--- config.mk ---
export PLATFORM = sky130hd
export DESIGN_NAME = collision_matrix
export DESIGN_NICKNAME = d
export VERILOG_FILES = /design/src/rtl/collision_matrix.sv
export SDC_FILE = /design/constraint.sdc
export NUM_CORES = 1
export LEC_CHECK = 0
export BUFFER_PORTS_ARGS = -buffer_cell sky130_fd_sc_hd__buf_2
export CAP_MARGIN = 20
export CORE_UTILIZATION = 35
export CTS_CLUSTER_DIAMETER = 60
export DETAILED_ROUTE_END_ITERATION = 7
export MAX_ROUTING_LAYER = met4
export PLACE_DENSITY = 0.64
export SYNTH_ARGS = -nofsm -noshare
export SYNTH_HDL_FRONTEND = slang
export SYNTH_SLANG_ARGS = --single-unit
--- constraint.sdc ---
create_clock -name clk -period 1.85 [get_ports clk]
set_input_delay 0 -clock clk [delete_from_list [all_inputs] [get_ports clk]]
set_output_delay 0 -clock clk [all_outputs]
set_load 0.01 [all_outputs]
--- src/rtl/collision_matrix.sv ---
// Ball-vs-object collision detector: per-channel edge/level pulses, multi-frame cooldown,
// previous-frame hit flags, saturating frames-with-hit counters and first-hit-of-frame index.
module collision_matrix #(
  parameter int NUM_OBJ         = 8,
  parameter int COOLDOWN_FRAMES = 2,
  parameter int CNT_W           = 8,
  localparam int IDX_W          = $clog2(NUM_OBJ)
) (
  input  logic                     clk,
  input  logic                     resetN,
  input  logic                     startOfFrame,
  input  logic                     drawBall,
  input  logic [NUM_OBJ-1:0]       drawObj,
  input  logic [NUM_OBJ-1:0]       objEnable,
  input  logic [NUM_OBJ-1:0]       modeLevel,
  input  logic                     clrCounts,
  output logic [NUM_OBJ-1:0]       collisionPulse,
  output logic [NUM_OBJ-1:0]       frameFlags,
  output logic [NUM_OBJ*CNT_W-1:0] hitCount,
  output logic [IDX_W-1:0]         firstHitIdx,
  output logic                     firstHitValid
);

  localparam int CD_W = (COOLDOWN_FRAMES < 1) ? 1 : $clog2(COOLDOWN_FRAMES + 1);

  logic [NUM_OBJ-1:0] raw;
  logic [NUM_OBJ-1:0] seen;
  logic [CD_W-1:0]    cd [NUM_OBJ];
  logic [CNT_W-1:0]   cnt [NUM_OBJ];
  logic [IDX_W-1:0]   lowIdx;

  // Draw inputs are blanked during the frame strobe so no pulse can race the per-frame bookkeeping.
  always_comb begin
    raw = {NUM_OBJ{drawBall & ~startOfFrame}} & drawObj & objEnable;
    collisionPulse = '0;
    for (int i = 0; i < NUM_OBJ; i++) begin
      if (modeLevel[i])
        collisionPulse[i] = raw[i];
      else
        collisionPulse[i] = raw[i] & ~seen[i] & (cd[i] == '0);
    end
  end

  // Scanning downward leaves the lowest pulsing channel as the winner.
  always_comb begin
    lowIdx = '0;
    for (int i = NUM_OBJ - 1; i >= 0; i--) begin
      if (collisionPulse[i])
        lowIdx = IDX_W'(i);
    end
  end

  always_ff @(posedge clk) begin
    if (!resetN) begin
      seen          <= '0;
      frameFlags    <= '0;
      firstHitIdx   <= '0;
      firstHitValid <= 1'b0;
      for (int i = 0; i < NUM_OBJ; i++) begin
        cd[i]  <= '0;
        cnt[i] <= '0;
      end
    end else begin
      if (startOfFrame) begin
        seen          <= '0;
        frameFlags    <= seen;
        firstHitValid <= 1'b0;
      end else begin
        seen <= seen | collisionPulse;
        if (!firstHitValid && (|collisionPulse)) begin
          firstHitValid <= 1'b1;
          firstHitIdx   <= lowIdx;
        end
      end
      for (int i = 0; i < NUM_OBJ; i++) begin
        if (startOfFrame) begin
          if (!modeLevel[i] && seen[i])
            cd[i] <= CD_W'(COOLDOWN_FRAMES);
          else if (cd[i] != '0)
            cd[i] <= cd[i] - CD_W'(1);
        end
        // A clear wins over a same-cycle increment.
        if (clrCounts)
          cnt[i] <= '0;
        else if (startOfFrame && seen[i] && (cnt[i] != '1))
          cnt[i] <= cnt[i] + CNT_W'(1);
      end
    end
  end

  for (genvar g = 0; g < NUM_OBJ; g++) begin : gCount
    assign hitCount[g*CNT_W +: CNT_W] = cnt[g];
  end

endmodule

==> flow_metrics.py <==
metrics = {
    "die": {
        "pin_count": 113,
        "die_w_um": 123,
        "die_y_um": 123,
        "core_um2": 14000,
        "placementRows": 43,
        "initial_core_util_pct": 36.3,
        "dieArea_um2": 15100,
    },
    "worst_setup_path": {
        "crit_fanout": 3,
        "worstSetupStartpointType": "flip-flop",
        "crit_required_ns": 2.15,
        "path_class": "flip-flop to flip-flop",
        "arrival_ns": 2.13,
        "critPathCaptureType": "flip-flop",
    },
    "clocking": {
        "holdBufCountCts": 0,
        "cts_root_buf": "clkbuf_16",
        "cts_tree": "done",
        "htreeDepth": 3,
        "clk_pin_slew_ns": 0.07,
        "cts.path.max_buffers": 2,
        "numCtsBuffers": 9,
        "cts_num_sinks": 100,
        "clk-insertion-delay-late_ns": 0.35,
    },
    "yosys": {
        "synthDistinctLibCells": 41,
        "ys_top_cells_by_area": "edfxtp_1 (47%), nor2_1 (8.4%), dfxtp_1 (7.9%)",
        "ys_warn_count": 0,
        "ys_async_sr_fraction_pct": 0,
        "syn_area_um2": 5100,
        "synth_edf_count": 80,
        "syn_avg_cell_area_um2": 10.5,
        "synth-seq-cells": 100,
        "syn_inst": 486,
        "synth_top_area_share_pct": 47.1,
        "ys_seq_area_share_pct": 55.0,
        "ys.flop_type": "edfxtp_1",
        "syn_nets": 531,
        "yosysTopAreaCell": "edfxtp_1",
    },
    "grt": {
        "gr-usage-all-layers_pct": 17.0,
        "grt_max_degree": 17,
        "grt_pass1_wl_mm": 19.0,
        "overflow": 0,
        "grt_pass1_vias": 3877,
        "antenna_found_initial": 3,
    },
    "layout": {
        "finish.utilization_pct": 46.5,
        "fin_cells": 824,
        "layout.nets": 681,
        "drive_above_1_share_pct": 30.1,
        "most-common-layout-cells": "nor2_1 (114), buf_2 (112), edfxtp_1 (80), inv_1 (34), xor2_1 (34)",
        "layout_commonest_cell": "nor2_1",
        "area_delta_synth_final_pct": 28.1,
        "fillers": 1365,
        "finalInstanceArea_um2": 6530,
    },
    "job": {
        "cap_violations": 0,
    },
    "timing": {
        "tightest_slew_ns": 0.443,
        "finalHoldViolCount": 0,
        "holdWs_ns": 0.0740,
        "finClkSkew_ns": 0.00959,
        "setup_violations": 0,
        "fmax_mhz": 547,
        "min_period_ns": 1.83,
        "rsz0062_at_grt": "yes",
        "fin_crit_sh_pct": 98.9,
        "drv_slew": 0,
        "maxSlewHeadroom_pct": 70.5,
    },
    "route": {
        "ant_nets": 0,
        "drt_iter0_drc": 220,
        "finalWirelength_mm": 12.2,
        "drt-vias-per-instance": 4.91,
        "vias": 4049,
        "drc": 0,
        "drtPass1Iterations": 4,
        "wl_per_cell_um": 14.8,
    },
    "placement": {
        "dp_cells": 798,
        "routabilityCongestion": 0.799,
        "port_buffers": 112,
        "place_area_um2": 6060,
        "dp_hpwl_mm": 8.96,
    },
    "outcome": {
        "outcome": "finished clean",
    },
    "hold_path": {
        "hold_path_class": "input port to flip-flop",
    },
    "power_and_ir_drop": {
        "p_int_uw": 3970,
        "ir_worst_vdd_v": 0.000644,
        "share_comb_of_total_power_pct": 11.2,
        "p_seq_share_pct": 50.6,
        "p_leak_uw": 0.00284,
        "switchingPower_uw": 1220,
        "power.density_nw_per_um2": 793,
        "pwr-share-clk_pct": 38.2,
        "swShare_pct": 23.5,
    },
}
[cells by family (layout without fill, tap and decap cells)]
logic type	count (synthesis)	in the layout	synth area share (%)
other	0	3	0
DFF	100	100	55.0
xor gates and xnor gates	48	48	8.24
adders and majority gates	16	16	3.93
AOI/OAI and AO/OA	40	40	6.94
buffers and inverters	41	196	3.07
and+or+nand+nor	233	233	21.3
muxes	8	8	1.57
[power groups by stage]
stage               Sequential (uW)  Clock [uW]  Combinational [uW]
floorplan                      2690           0                 286
global placement               2660           0                 516
detailed placement             2670           0                 528
CTS                            2620        2030                 533
global route                   2630        2120                 649
finish                         2620        1980                 580
[final cells by class]
type | instances | area (um^2) | share of cell area [%]
inverter | 34 | 128 | 1.95
multi-input combinational | 345 | 2230 | 34.2
clock buffer | 13 | 272 | 4.16
timing repair buffer | 146 | 823 | 12.6
antenna | 3 | 7.51 | 0.115
sequential | 100 | 2800 | 42.9
clock inverter | 3 | 43.8 | 0.670
tap | 180 | 225 | 3.45
[cell usage after synthesis (5+ instances only)]
master    number
clkbuf_1       5
edfxtp_1      80
nand4_1        6
nor2_1       114
dfxtp_1       20
xnor2_1       14
o21ai_0        9
and3_1        10
xor2_1        34
nand2_1       33
ha_1          16
nor2b_1       18
mux2i_1        8
inv_1         34
nand3_1       29
nor4_1         8
[sequential cells by signal, summed over array words and instances (netlist names)]
name / cells
cd: 16
cnt: 64
firstHitIdx: 3
firstHitValid: 1
frameFlags: 8
seen: 8
[stage by stage]
| stage | power [uW] | setup WS [ns] | TNS [ns] |
|---|---|---|---|
| 6_report | 5180 | 0.0208 | 0 |
| 5_1_grt | 5400 | -0.0964 | -0.121 |
| 4_1_cts | 5190 | 0.00676 | 0 |
| 3_5_place_dp | 3200 | 0.0135 | 0 |
| 3_3_place_gp | 3180 | 0.0534 | 0 |
| 2_1_floorplan | 2970 | 0.0663 | 0 |
[worst max-delay path: stages, from the launching register on]
cell and delay [ns]:
edfxtp_1 0.39, inv_1 0.09, ha_2 0.19, nor2b_4 0.14
o211ai_1 0.17, a2111o_1 0.41, a221oi_2 0.23, a32o_1 0.15
[metal layers]
metal / wire, um / part of all wire, % / GRT usage, %
met5: 0 / 0 / -
met4: 112 / 0.92 / 4.12
met3: 859 / 7.0 / 7.11
met2: 5930 / 49 / 27.7
met1: 5290 / 43 / 19.3
[final timing paths]
path	from	end	slack (ns)	cells past startpoint
max reg2reg	cd[1][4]	firstHitIdx[1]	0.02	7
min reg2reg	frameFlags[4]	frameFlags[4]	0.49	2
max	cd[1][4]	firstHitIdx[1]	0.02	7
min	objEnable[7]	seen[7]	0.07	5
[what timing repair did]
| item | 4_1_cts | 5_1_grt |
|---|---|---|
| buffers inserted | 0 | 7 |
| pin swaps | 0 | 12 |
| gates resized for setup | 2 | 21 |
| endpoints found under the setup margin | 2 | 19 |
Note: power is estimated with default switching activity, not from simulation.
